**src/rtl/seg_serial_out.sv**
```systemverilog
// seg_serial_out: shifts a segment pattern MSB-first into an external shift register,
// then pulses the storage-register latch and reports completion.
`default_nettype none

module seg_serial_out #(
  parameter int DATA_BITS = 64,
  parameter int DIV_BITS  = 2
) (
  input  logic                 clk,
  input  logic                 rst,
  input  logic                 start,
  input  logic [DATA_BITS-1:0] par_data,
  output logic                 busy,
  output logic                 done,
  output logic                 s_clk,
  output logic                 s_data,
  output logic                 s_latch,
  output logic                 s_clrn
);

  localparam int CNT_W = (DIV_BITS > 0) ? DIV_BITS : 1;
  localparam int BIT_W = (DATA_BITS > 1) ? $clog2(DATA_BITS) : 1;
  localparam logic [BIT_W-1:0] LAST_BIT = BIT_W'(DATA_BITS - 1);

  typedef enum logic [1:0] {
    IDLE  = 2'd0,
    SHIFT = 2'd1,
    LATCH = 2'd2,
    DONE  = 2'd3
  } state_t;

  state_t               state;
  state_t               state_nxt;
  logic [DATA_BITS-1:0] shreg;
  logic [CNT_W-1:0]     div_cnt;
  logic                 phase;
  logic [BIT_W-1:0]     bit_cnt;
  logic                 clear_release;
  logic                 tick;
  logic                 last_bit;

  // With no divider every cycle is a tick, so s_clk toggles each clk.
  generate
    if (DIV_BITS == 0) begin : g_no_div
      assign tick = 1'b1;
    end else begin : g_div
      assign tick = &div_cnt;
    end
  endgenerate

  assign last_bit = (bit_cnt == LAST_BIT);

  always_comb begin
    state_nxt = state;
    case (state)
      IDLE:    if (start) state_nxt = SHIFT;
      SHIFT:   if (tick && phase && last_bit) state_nxt = LATCH;
      LATCH:   if (tick) state_nxt = DONE;
      DONE:    state_nxt = IDLE;
      default: state_nxt = IDLE;
    endcase
  end

  always_ff @(posedge clk or posedge rst) begin
    if (rst) begin
      state         <= IDLE;
      shreg         <= '0;
      div_cnt       <= '0;
      phase         <= 1'b0;
      bit_cnt       <= '0;
      clear_release <= 1'b0;
    end else begin
      clear_release <= 1'b1;
      state         <= state_nxt;
      case (state)
        IDLE: begin
          if (start) begin
            shreg   <= par_data;
            div_cnt <= '0;
            phase   <= 1'b0;
            bit_cnt <= '0;
          end
        end
        SHIFT: begin
          div_cnt <= div_cnt + CNT_W'(1);
          if (tick) begin
            if (!phase) begin
              phase <= 1'b1;
            end else begin
              // Data only changes on the falling half so it is stable around each rise.
              phase <= 1'b0;
              shreg <= shreg << 1;
              if (!last_bit) bit_cnt <= bit_cnt + BIT_W'(1);
            end
          end
        end
        LATCH: begin
          div_cnt <= div_cnt + CNT_W'(1);
        end
        default: ;
      endcase
    end
  end

  assign busy    = (state != IDLE);
  assign done    = (state == DONE);
  assign s_clk   = phase;
  assign s_data  = (state == SHIFT) ? shreg[DATA_BITS-1] : 1'b0;
  assign s_latch = (state == LATCH);
  assign s_clrn  = clear_release;

endmodule

`default_nettype wire

```
**config.mk**
```make
export PLATFORM = sky130hd
export DESIGN_NAME = seg_serial_out
export DESIGN_NICKNAME = d
export VERILOG_FILES = /design/src/rtl/seg_serial_out.sv
export SDC_FILE = /design/constraint.sdc
export NUM_CORES = 1
export LEC_CHECK = 0
export CORE_MARGIN = 5
export CORE_UTILIZATION = 40
export DETAILED_ROUTE_END_ITERATION = 8
export DONT_BUFFER_PORTS = 1
export PLACE_DENSITY = 0.64
export SYNTH_ARGS = -nofsm -noshare
export SYNTH_HDL_FRONTEND = slang
export SYNTH_SLANG_ARGS = --single-unit
```
**constraint.sdc**
```tcl
create_clock -name clk -period 2.7 [get_ports clk]
set_clock_uncertainty 0.2 [all_clocks]
set_input_delay 0.135 -clock clk [delete_from_list [all_inputs] [get_ports clk]]
set_output_delay 0.135 -clock clk [all_outputs]
set_load 0.01 [all_outputs]
```
==> results of run 1 <==
[flip-flops by register name, indices dropped and copies added, names as in the netlist]
| register | flops |
|---|---|
| state | 2 |
| div_cnt | 2 |
| s_clrn | 1 |
| shreg | 64 |
| bit_cnt | 6 |
| s_clk | 1 |
[cell families after synthesis]
kind of cell,count (synthesis),synth area share
compound gates,91,0.1384
simple gates,83,0.09447
flops,76,0.5260
mux,65,0.1803
buf+inv,33,0.03910
fa+ha+maj,6,0.02076
other cells,1,0.001037
[synth_stat cells, drive strengths merged]
| master | instances | share of area |
|---|---|---|
| a21boi | 1 | 0.0021 |
| ha | 6 | 0.021 |
| conb | 1 | 0.0010 |
| o21a | 1 | 0.0021 |
| buf | 14 | 0.019 |
| nor3 | 2 | 0.0028 |
| and3 | 3 | 0.0052 |
| nor3b | 1 | 0.0021 |
| and2 | 1 | 0.0017 |
| o22ai | 2 | 0.0035 |
| dfrtp | 76 | 0.53 |
| a32o | 1 | 0.0028 |
| a41oi | 2 | 0.0048 |
| mux2i | 64 | 0.18 |
| a31oi | 1 | 0.0017 |
| clkbuf | 8 | 0.0083 |
| inv | 11 | 0.011 |
| or3 | 1 | 0.0017 |
| o31ai | 2 | 0.0042 |
| a21oi | 72 | 0.10 |
| nor2b | 1 | 0.0017 |
| a31o | 1 | 0.0024 |
| nand2b | 1 | 0.0017 |
| nand4 | 2 | 0.0035 |
| a211oi | 1 | 0.0055 |
| nand3 | 1 | 0.0014 |
| nor2 | 66 | 0.069 |
| mux2 | 1 | 0.0031 |
| o21ai | 7 | 0.0097 |
| nand2 | 4 | 0.0042 |
[through the flow]
step	total power [mW]	utilization	setup slack, ns
floorplan	1.301	-	0.4267
global placement	1.321	0.4265	0.5470
detailed placement	1.327	0.4265	0.4362
CTS	2.362	0.5261	0.3994
global route	2.428	0.5261	0.2274
finish	2.317	0.5261	0.3939
[layout make-up]
class | instances | area [um^2] | share of cell area
inverters | 11 | 42.54 | 0.009227
clock buffers | 9 | 123.9 | 0.02687
repair buffers | 74 | 733.2 | 0.1590
flip-flops and latches | 76 | 1902 | 0.4125
multi-input cells | 246 | 1585 | 0.3438
clock inverters | 6 | 88.84 | 0.01927
well taps | 108 | 135.1 | 0.02931
[final timing paths]
kind	end	slack [ns]	cells after the start
setup / recovery	shreg[47]$_DFFE_PP0P_	0.39	7
hold / removal	shreg[6]$_DFFE_PP0P_	0.07	2
setup reg to reg	shreg[47]$_DFFE_PP0P_	0.39	7
hold reg to reg	div_cnt[1]$_DFFE_PP0P_	0.31	1
max in group asynchronous	shreg[22]$_DFFE_PP0P_	1.53	3
min in group clk	div_cnt[1]$_DFFE_PP0P_	0.31	1
[layout by cell type (no fill, tap or decap), types with 2 or more instances in the layout]
master	n
dfrtp_1	76
a21oi_1	72
nor2_1	66
dlygate4sd3_1	66
mux2i_1	64
inv_1	10
clkbuf_8	9
o21ai_0	7
buf_4	7
ha_1	5
nand2_1	4
and3_1	3
o22ai_1	2
nand4_1	2
a41oi_1	2
nor3_1	2
clkinv_2	2
o31ai_1	2
clkinvlp_4	2
bufinv_16	2
[per-layer routing]
metal | up-vias | global-route usage | routed length [um]
li1 | 1364 | - | -
met1 | 1292 | 0.1754 | 3387
met2 | 67 | 0.2379 | 3757
met3 | 12 | 0.03699 | 345
met4 | 0 | 0.05479 | 123
met5 | - | 0 | 0
[report_power, final]
group	internal (mW)	switching (mW)
sequential	1.18	0.0253
combinational	0.104	0.0725
clock	0.517	0.416
==> flow_summary.json, run 1 <==
{
  "status": "finished, final reports clean",
  "area_delta_synth_final_pct": 27.51,
  "min_period_over_period": 0.8541,
  "critPathArrivalTime_ns": 2.35,
  "synth_warnings": 0,
  "antenna_cells": 0,
  "clock_sinks": 76,
  "cts_buffers": 9,
  "hold_buffers": 66,
  "die-area_mm2": 0.01104,
  "portBuffers": 0,
  "wl_per_cell_um": 14.37,
  "core_area_mm2": 0.008763,
  "power.density_mw_per_mm2": 502.5,
  "crit_chain": "inv_1 > ha_1 > nor2b_1 > a211oi_4 > buf_4 > nor2_1 > a21oi_1",
  "grt_overflow_total": 0,
  "worst_path_max_delay_cell": "dfrtp_1",
  "end_kind": "register",
  "worst_pin_slew_ns": 0.7050,
  "critPathKind": "reg2reg",
  "htreeDepth": 3,
  "grt_first_pass_wirelength_um": 13120,
  "globalplace.congestion": 0.7463,
  "insertion_delay_ns": 0.34,
  "cts-root-buf": "clkbuf_8",
  "clk_pin_slew_ns": 0.08,
  "syn_nets": 428,
  "ant_nets": 0,
  "min_period_ns": 2.306,
  "wl_um": 7614,
  "ys_seq_elements": 76,
  "die_y_um": 105.1,
  "fp-row-count": 34,
  "synth_area_mm2": 0.003616,
  "grt_pass1_vias": 2815,
  "firstDrtPassIters": 4,
  "avgSynthCellArea_um2": 10.19,
  "drc": 0,
  "placed_cells": 449,
  "power.leakage_nw": 2.374,
  "final.setup.tns_ns": 0,
  "crit_path_start_kind": "register",
  "path_max_fanout": 36,
  "yosysSeqAreaShare": 0.5260,
  "post_cts_buffers": 0,
  "max_slew_margin": 0.5300,
  "final_layout_size_suffix_gt1_frac": 0.06398,
  "track_usage": 0.1421,
  "nets": 491,
  "clock_path_buffers": 2,
  "ys_types": 30,
  "worst-endpoint-required_ns": 2.75,
  "post_cts_resized": 0,
  "vdd_ir_drop_max_mv": 0.2858,
  "vias_per_cell": 5.160,
  "final-setup-viol-count": 0,
  "instances_no_fill": 530,
  "final_area_mm2": 0.004611,
  "die_x_um": 105.1,
  "hold_ws_ns": 0.07225,
  "cp_top_family": "compound AO/OA/AOI/OAI gates",
  "synthCells": 355,
  "placed_area_mm2": 0.003737,
  "cp_slowest_stage_delay_ns": 0.43,
  "place_hpwl_um": 4753,
  "via_count": 2735,
  "timing.fmax_ghz": 0.4336,
  "cap_violations": 0,
  "drt-initial-drc-count": 94,
  "antenna_found_initial": 0,
  "setup.worst_path.start": "state[0]$_DFFE_PP0P_",
  "slew_viol_final": 0,
  "fillers": 797,
  "holdCritPathClass": "in2async",
  "cts_tree": "yes",
  "grt_max_degree": 63,
  "critPathBufInv": 2,
  "rsz0062_at_grt": "no",
  "ios": 73,
  "rr_startpoint": "state[0]$_DFFE_PP0P_",
  "hold_viol_final": 0,
  "start_util": 0.4126
}
Power figures use the tool's default switching activity.
==> inputs of run 2 (changes only) <==
--- a/config.mk
+++ b/config.mk
@@ -7,6 +7,7 @@
 export LEC_CHECK = 0
 export CORE_MARGIN = 5
 export CORE_UTILIZATION = 40
+export CTS_BUF_LIST = sky130_fd_sc_hd__clkbuf_4
 export DETAILED_ROUTE_END_ITERATION = 8
 export DONT_BUFFER_PORTS = 1
 export PLACE_DENSITY = 0.64
==> run 2 against run 1 <==
  * Non-clock buffer count increased by 2
  * Sequential share of layout area grew 0.24 points
  * Critical path depth down 3
  * Final area is 0.57% lower
  * Final cell count is 0.38% higher
  * Maximum frequency shrank 2.4%
  * Register-to-register slack got worse by 0.02 ns
  * First-iteration DRC count is 7.4% higher
  * Combinational power grew 2%
  * Hold slack gained 0.21 ns
  * Critical path type is now reg2out
  * Critical endpoint is now s_data
  * Largest cell class unchanged
==> flow_summary.json, run 2 (same netlist as run 1, synthesis figures left out) <==
{
  "grt_max_degree": 63,
  "cts_tree": "yes",
  "die_x_um": 105.1,
  "hold_ws_ns": 0.2781,
  "top_regs": "shreg (64), bit_cnt (6)",
  "drt-initial-drc-count": 101,
  "clk_pin_slew_ns": 0.14,
  "via_count": 2751,
  "final.setup.tns_ns": 0,
  "htreeDepth": 3,
  "final_area_mm2": 0.004584,
  "rr_startpoint": "state[0]$_DFFE_PP0P_",
  "critPathArrivalTime_ns": 2.03,
  "ios": 73,
  "slew_viol_final": 0,
  "internal_power_mw": 1.662,
  "status": "finished, final reports clean",
  "worst_path_max_delay_cell": "buf_4",
  "finish.utilization": 0.5231,
  "reg2reg_depth": 7,
  "hold_viol_final": 0,
  "p_sw_frac": 0.2315,
  "core_area_mm2": 0.008763,
  "crit_end": "s_data",
  "grt_pass1_vias": 2798,
  "grt_first_pass_wirelength_um": 13060,
  "vdd_ir_drop_max_mv": 0.2820,
  "fillers": 797,
  "final-setup-viol-count": 0,
  "timing.fmax_ghz": 0.4230,
  "placed_area_mm2": 0.003737,
  "final-seq-area_mm2": 0.001902,
  "final_layout_size_suffix_gt1_frac": 0.06604,
  "area_delta_synth_final_pct": 26.78,
  "largest_register": "shreg",
  "most-common-layout-cells": "dfrtp_1 (76), a21oi_1 (72), dlygate4sd3_1 (67), nor2_1 (66), mux2i_1 (64)",
  "cts-root-buf": "clkbuf_4",
  "cp_slowest_stage_delay_ns": 0.56,
  "seqPwrFrac": 0.558,
  "end_kind": "output pin",
  "globalplace.congestion": 0.7463,
  "clock_sinks": 76,
  "firstDrtPassIters": 4,
  "wl_per_cell_um": 14.45,
  "reg2reg_slack_ns": 0.37,
  "multiInputGateArea_mm2": 0.001585,
  "r2r-end": "shreg[47]$_DFFE_PP0P_",
  "worst-endpoint-required_ns": 2.37,
  "clock_path_buffers": 2,
  "drc": 0,
  "worst_pin_slew_ns": 0.7161,
  "crit_chain": "inv_1 > ha_4 > buf_4 > and2_1",
  "insertion_delay_ns": 0.40,
  "critPathKind": "reg2out",
  "ant_nets": 0,
  "portBuffers": 0,
  "cp_top_family": "buffers and inverters",
  "cp.depth": 4,
  "power_switching_mw": 0.5009,
  "nets": 493,
  "fp-row-count": 34,
  "antenna_found_initial": 0,
  "die-area_mm2": 0.01104,
  "track_usage": 0.1415,
  "post_cts_resized": 0,
  "die_y_um": 105.1,
  "rsz0062_at_grt": "no",
  "power.density_mw_per_mm2": 471.9,
  "holdCritPathClass": "in2reg",
  "start_util": 0.4126,
  "max_slew_margin": 0.5226,
  "mostFrequentLayoutCell": "dfrtp_1",
  "critPathBufInv": 2,
  "min_period_over_period": 0.8755,
  "path_max_fanout": 44,
  "min_period_ns": 2.364,
  "vias_per_cell": 5.171,
  "largest_reg_flops": 64,
  "p_total_mw": 2.163,
  "cap_violations": 0,
  "wl_um": 7689,
  "p_clk_frac": 0.358,
  "crit_path_start_kind": "register",
  "cts_buffers": 9,
  "power.leakage_nw": 2.365,
  "grt_overflow_total": 0,
  "setup.worst_path.start": "state[1]$_DFFE_PP0P_",
  "pwr-share-comb": 0.084,
  "place_hpwl_um": 4753,
  "antenna_cells": 0
}
==> run 2: what timing repair did <==
action / in CTS / in global routing
buffers inserted: 0 / 0
hold endpoints to repair: 145 / 0
hold buffers: 68 / 0
==> run 2: worst min-delay path, delay by kind of cell <==
| kind | cells | cell delay (ns) |
|---|---|---|
| AOI/OAI and AO/OA | 1 | 0.13 |
| muxes | 1 | 0.06 |
| buffers and inverters | 1 | 0.53 |
==> run 2: area by class of cell <==
type,count,area share
repair buffers,76,0.1665
inverters,11,0.009279
well taps,108,0.02948
clock inverters,6,0.01938
multi-input cells,246,0.3458
flip-flops and latches,76,0.4148
clock buffers,9,0.01474
==> run 2: routing by layer <==
layer | track usage | up-vias | part of all wire
li1 | - | 1371 | -
met3 | 0.03761 | 16 | 0.048
met1 | 0.1749 | 1306 | 0.45
met4 | 0.05479 | 0 | 0.020
met5 | 0 | - | 0
met2 | 0.2361 | 58 | 0.48
==> run 2: through the flow <==
stage                     setup WS, ns  cells
after floorplan                 0.4267    355
after global placement          0.5470    449
after detailed placement        0.4362    449
after CTS                       0.3037    532
after global routing            0.1922    532
final                           0.3361    532
==> run 2: how the worst min path moves through the flow <==
| stage | startpoint | to | slack, ns | depth (start not counted) |
|---|---|---|---|---|
| finish | par_data[31] | shreg[31]$_DFFE_PP0P_ | 0.28 | 3 |
| global route | par_data[36] | shreg[36]$_DFFE_PP0P_ | 0.25 | 3 |
| CTS | par_data[36] | shreg[36]$_DFFE_PP0P_ | 0.24 | 3 |
| detailed placement | rst | shreg[18]$_DFFE_PP0P_ | -0.15 | 1 |
| global placement | rst | shreg[19]$_DFFE_PP0P_ | -0.15 | 1 |
| floorplan | par_data[10] | shreg[10]$_DFFE_PP0P_ | 0.14 | 2 |
==> run 2: power groups by stage <==
stage | sequential [mW] | combinational [mW] | clock, mW
after floorplan | 1.22 | 0.0793 | 0
after global placement | 1.23 | 0.0943 | 0
after detailed placement | 1.23 | 0.0987 | 0
after CTS | 1.21 | 0.183 | 0.813
after global routing | 1.21 | 0.204 | 0.849
final | 1.21 | 0.181 | 0.775
==> inputs of run 3 (changes only) <==
==> constraint.sdc (replaced) <==
create_clock -name clk -period 2.4 [get_ports clk]
set_clock_uncertainty 0.2 [all_clocks]
set_input_delay 0.12 -clock clk [delete_from_list [all_inputs] [get_ports clk]]
set_output_delay 0.12 -clock clk [all_outputs]
set_load 0.01 [all_outputs]
==> run 3 against run 2 <==
  * Register-to-register slack worse by 0.21 ns
  * Worst setup slack worse by 0.18 ns
  * Clock-buffer cell count is 1 higher
  * Sequential power is 12% higher
  * Total power is 17% higher
==> flow_summary.json, run 3 (same netlist as run 1, synthesis figures left out) <==
{
  "min_period_over_period": 0.9349,
  "portBuffers": 0,
  "critPathKind": "reg2reg",
  "rr_startpoint": "state[0]$_DFFE_PP0P_",
  "ant_nets": 0,
  "status": "finished, final reports clean",
  "fp-row-count": 34,
  "dr_wl_met3_um": 344,
  "grt_first_pass_wirelength_um": 13390,
  "cts_buffers": 9,
  "multiInputGateArea_mm2": 0.001585,
  "clk_pin_slew_ns": 0.12,
  "clock_path_buffers": 2,
  "ios": 73,
  "die-area_mm2": 0.01104,
  "highest_layer": "met4",
  "grt_pass1_vias": 2830,
  "antenna_found_initial": 0,
  "holdCritPathClass": "in2async",
  "timing.fmax_ghz": 0.4457,
  "die_y_um": 105.1,
  "top_regs": "shreg (64), bit_cnt (6)",
  "vias_per_cell": 5.107,
  "fin_ws_ns": 0.1562,
  "most-common-layout-cells": "dfrtp_1 (76), a21oi_1 (72), nor2_1 (66), dlygate4sd3_1 (66), mux2i_1 (64)",
  "largest_register": "shreg",
  "hold_viol_final": 0,
  "worst-endpoint-required_ns": 2.53,
  "critPathArrivalTime_ns": 2.37,
  "reg2reg_depth": 7,
  "start_util": 0.4126,
  "path_max_fanout": 31,
  "cts_tree": "yes",
  "final.setup.tns_ns": 0,
  "htreeDepth": 3,
  "core_area_mm2": 0.008763,
  "worst_pin_slew_ns": 0.6648,
  "slew_viol_final": 0,
  "track_usage": 0.1456,
  "crit_path_start_kind": "register",
  "die_x_um": 105.1,
  "wl_met1_um": 3396,
  "rsz0062_at_grt": "no",
  "largest_reg_flops": 64,
  "max_slew_margin": 0.5568,
  "place_hpwl_um": 4751,
  "reg2reg_slack_ns": 0.16,
  "globalplace.congestion": 0.7479,
  "final_layout_size_suffix_gt1_frac": 0.06368,
  "antenna_cells": 0,
  "final-setup-viol-count": 0,
  "detailedPlace.worstSlack_ns": 0.1334,
  "power.density_mw_per_mm2": 549.0,
  "area_delta_synth_final_pct": 27.30,
  "end_kind": "register",
  "via_count": 2717,
  "r2r-end": "shreg[14]$_DFFE_PP0P_",
  "cap_violations": 0,
  "fillers": 800,
  "mostFrequentLayoutCell": "dfrtp_1",
  "clock_sinks": 76,
  "wl_per_cell_um": 14.29,
  "vdd_ir_drop_max_mv": 0.2875,
  "post_cts_buffers": 0,
  "drt-initial-drc-count": 130,
  "wl_um": 7602,
  "firstDrtPassIters": 4,
  "grt_overflow_total": 0,
  "met2_length_um": 3783,
  "nets": 492,
  "final-seq-area_mm2": 0.001902,
  "cts-root-buf": "clkbuf_4",
  "min_period_ns": 2.244,
  "insertion_delay_ns": 0.41,
  "drc": 0,
  "grt_max_degree": 72,
  "power.leakage_nw": 2.383
}
## run 3: cell types whose count changed in the layout (fill, tap and decap cells not counted)
cell           change
buf_4              -2
buf_6              +2
clkinv_1           +2
clkinvlp_4         -2
bufinv_16          +1
clkbuf_4           +1
dlygate4sd3_1      -1
inv_6              -1
## run 3: worst max path at each step
stage	from	to	slack (ns)
2_1_floorplan	rst	bit_cnt[0]$_DFFE_PP0P_	0.14
3_3_place_gp	state[0]$_DFFE_PP0P_	shreg[43]$_DFFE_PP0P_	0.24
3_5_place_dp	state[0]$_DFFE_PP0P_	shreg[43]$_DFFE_PP0P_	0.13
4_1_cts	state[0]$_DFFE_PP0P_	shreg[40]$_DFFE_PP0P_	0.11
5_1_grt	state[0]$_DFFE_PP0P_	shreg[14]$_DFFE_PP0P_	0.001
6_report	state[0]$_DFFE_PP0P_	shreg[14]$_DFFE_PP0P_	0.16
## run 3: critical path: stages (launching register included)
cell and delay, ns:
dfrtp_1 0.45, inv_1 0.11, ha_1 0.28, nor2b_1 0.21, a211oi_4 0.31, buf_4 0.36
nor2_1 0.09, a21oi_1 0.14
## run 3: metal layers
metal  vias up  global-route usage
met5         -                   0
met4         0             0.05023
met3         8             0.03822
met2        60              0.2437
met1      1289              0.1821
li1       1360                   -
## run 3: report_power, final
group          leakage, nW  switching, mW  internal (mW)
sequential           0.908         0.0274           1.33
clock               0.0955          0.439          0.532
combinational         1.38         0.0824          0.117
## run 3: cell type report
type,instances,area share
clock inverters,6,0.02229
inverters,11,0.009242
flip-flops and latches,76,0.4132
well taps,108,0.02936
multi-input cells,246,0.3444
clock buffers,10,0.01631
repair buffers,75,0.1653
## run 3: timing repair
item	4_1_cts	5_1_grt
hold buffers	66	0
endpoints found under the hold margin	145	0
resized for setup	0	2
endpoints found under the setup margin	0	25
## run 3: through the flow
stage	cells	hold slack [ns]	util	instance area (um^2)	total power, mW
2_1_floorplan	355	0.1269	-	3616	1.463
3_3_place_gp	450	-0.1076	0.4288	3757	1.486
3_5_place_dp	450	-0.09775	0.4288	3757	1.493
4_1_cts	532	0.01558	0.5244	4596	2.566
5_1_grt	532	0.06333	0.5253	4603	2.655
6_report	532	0.02731	0.5253	4603	2.527
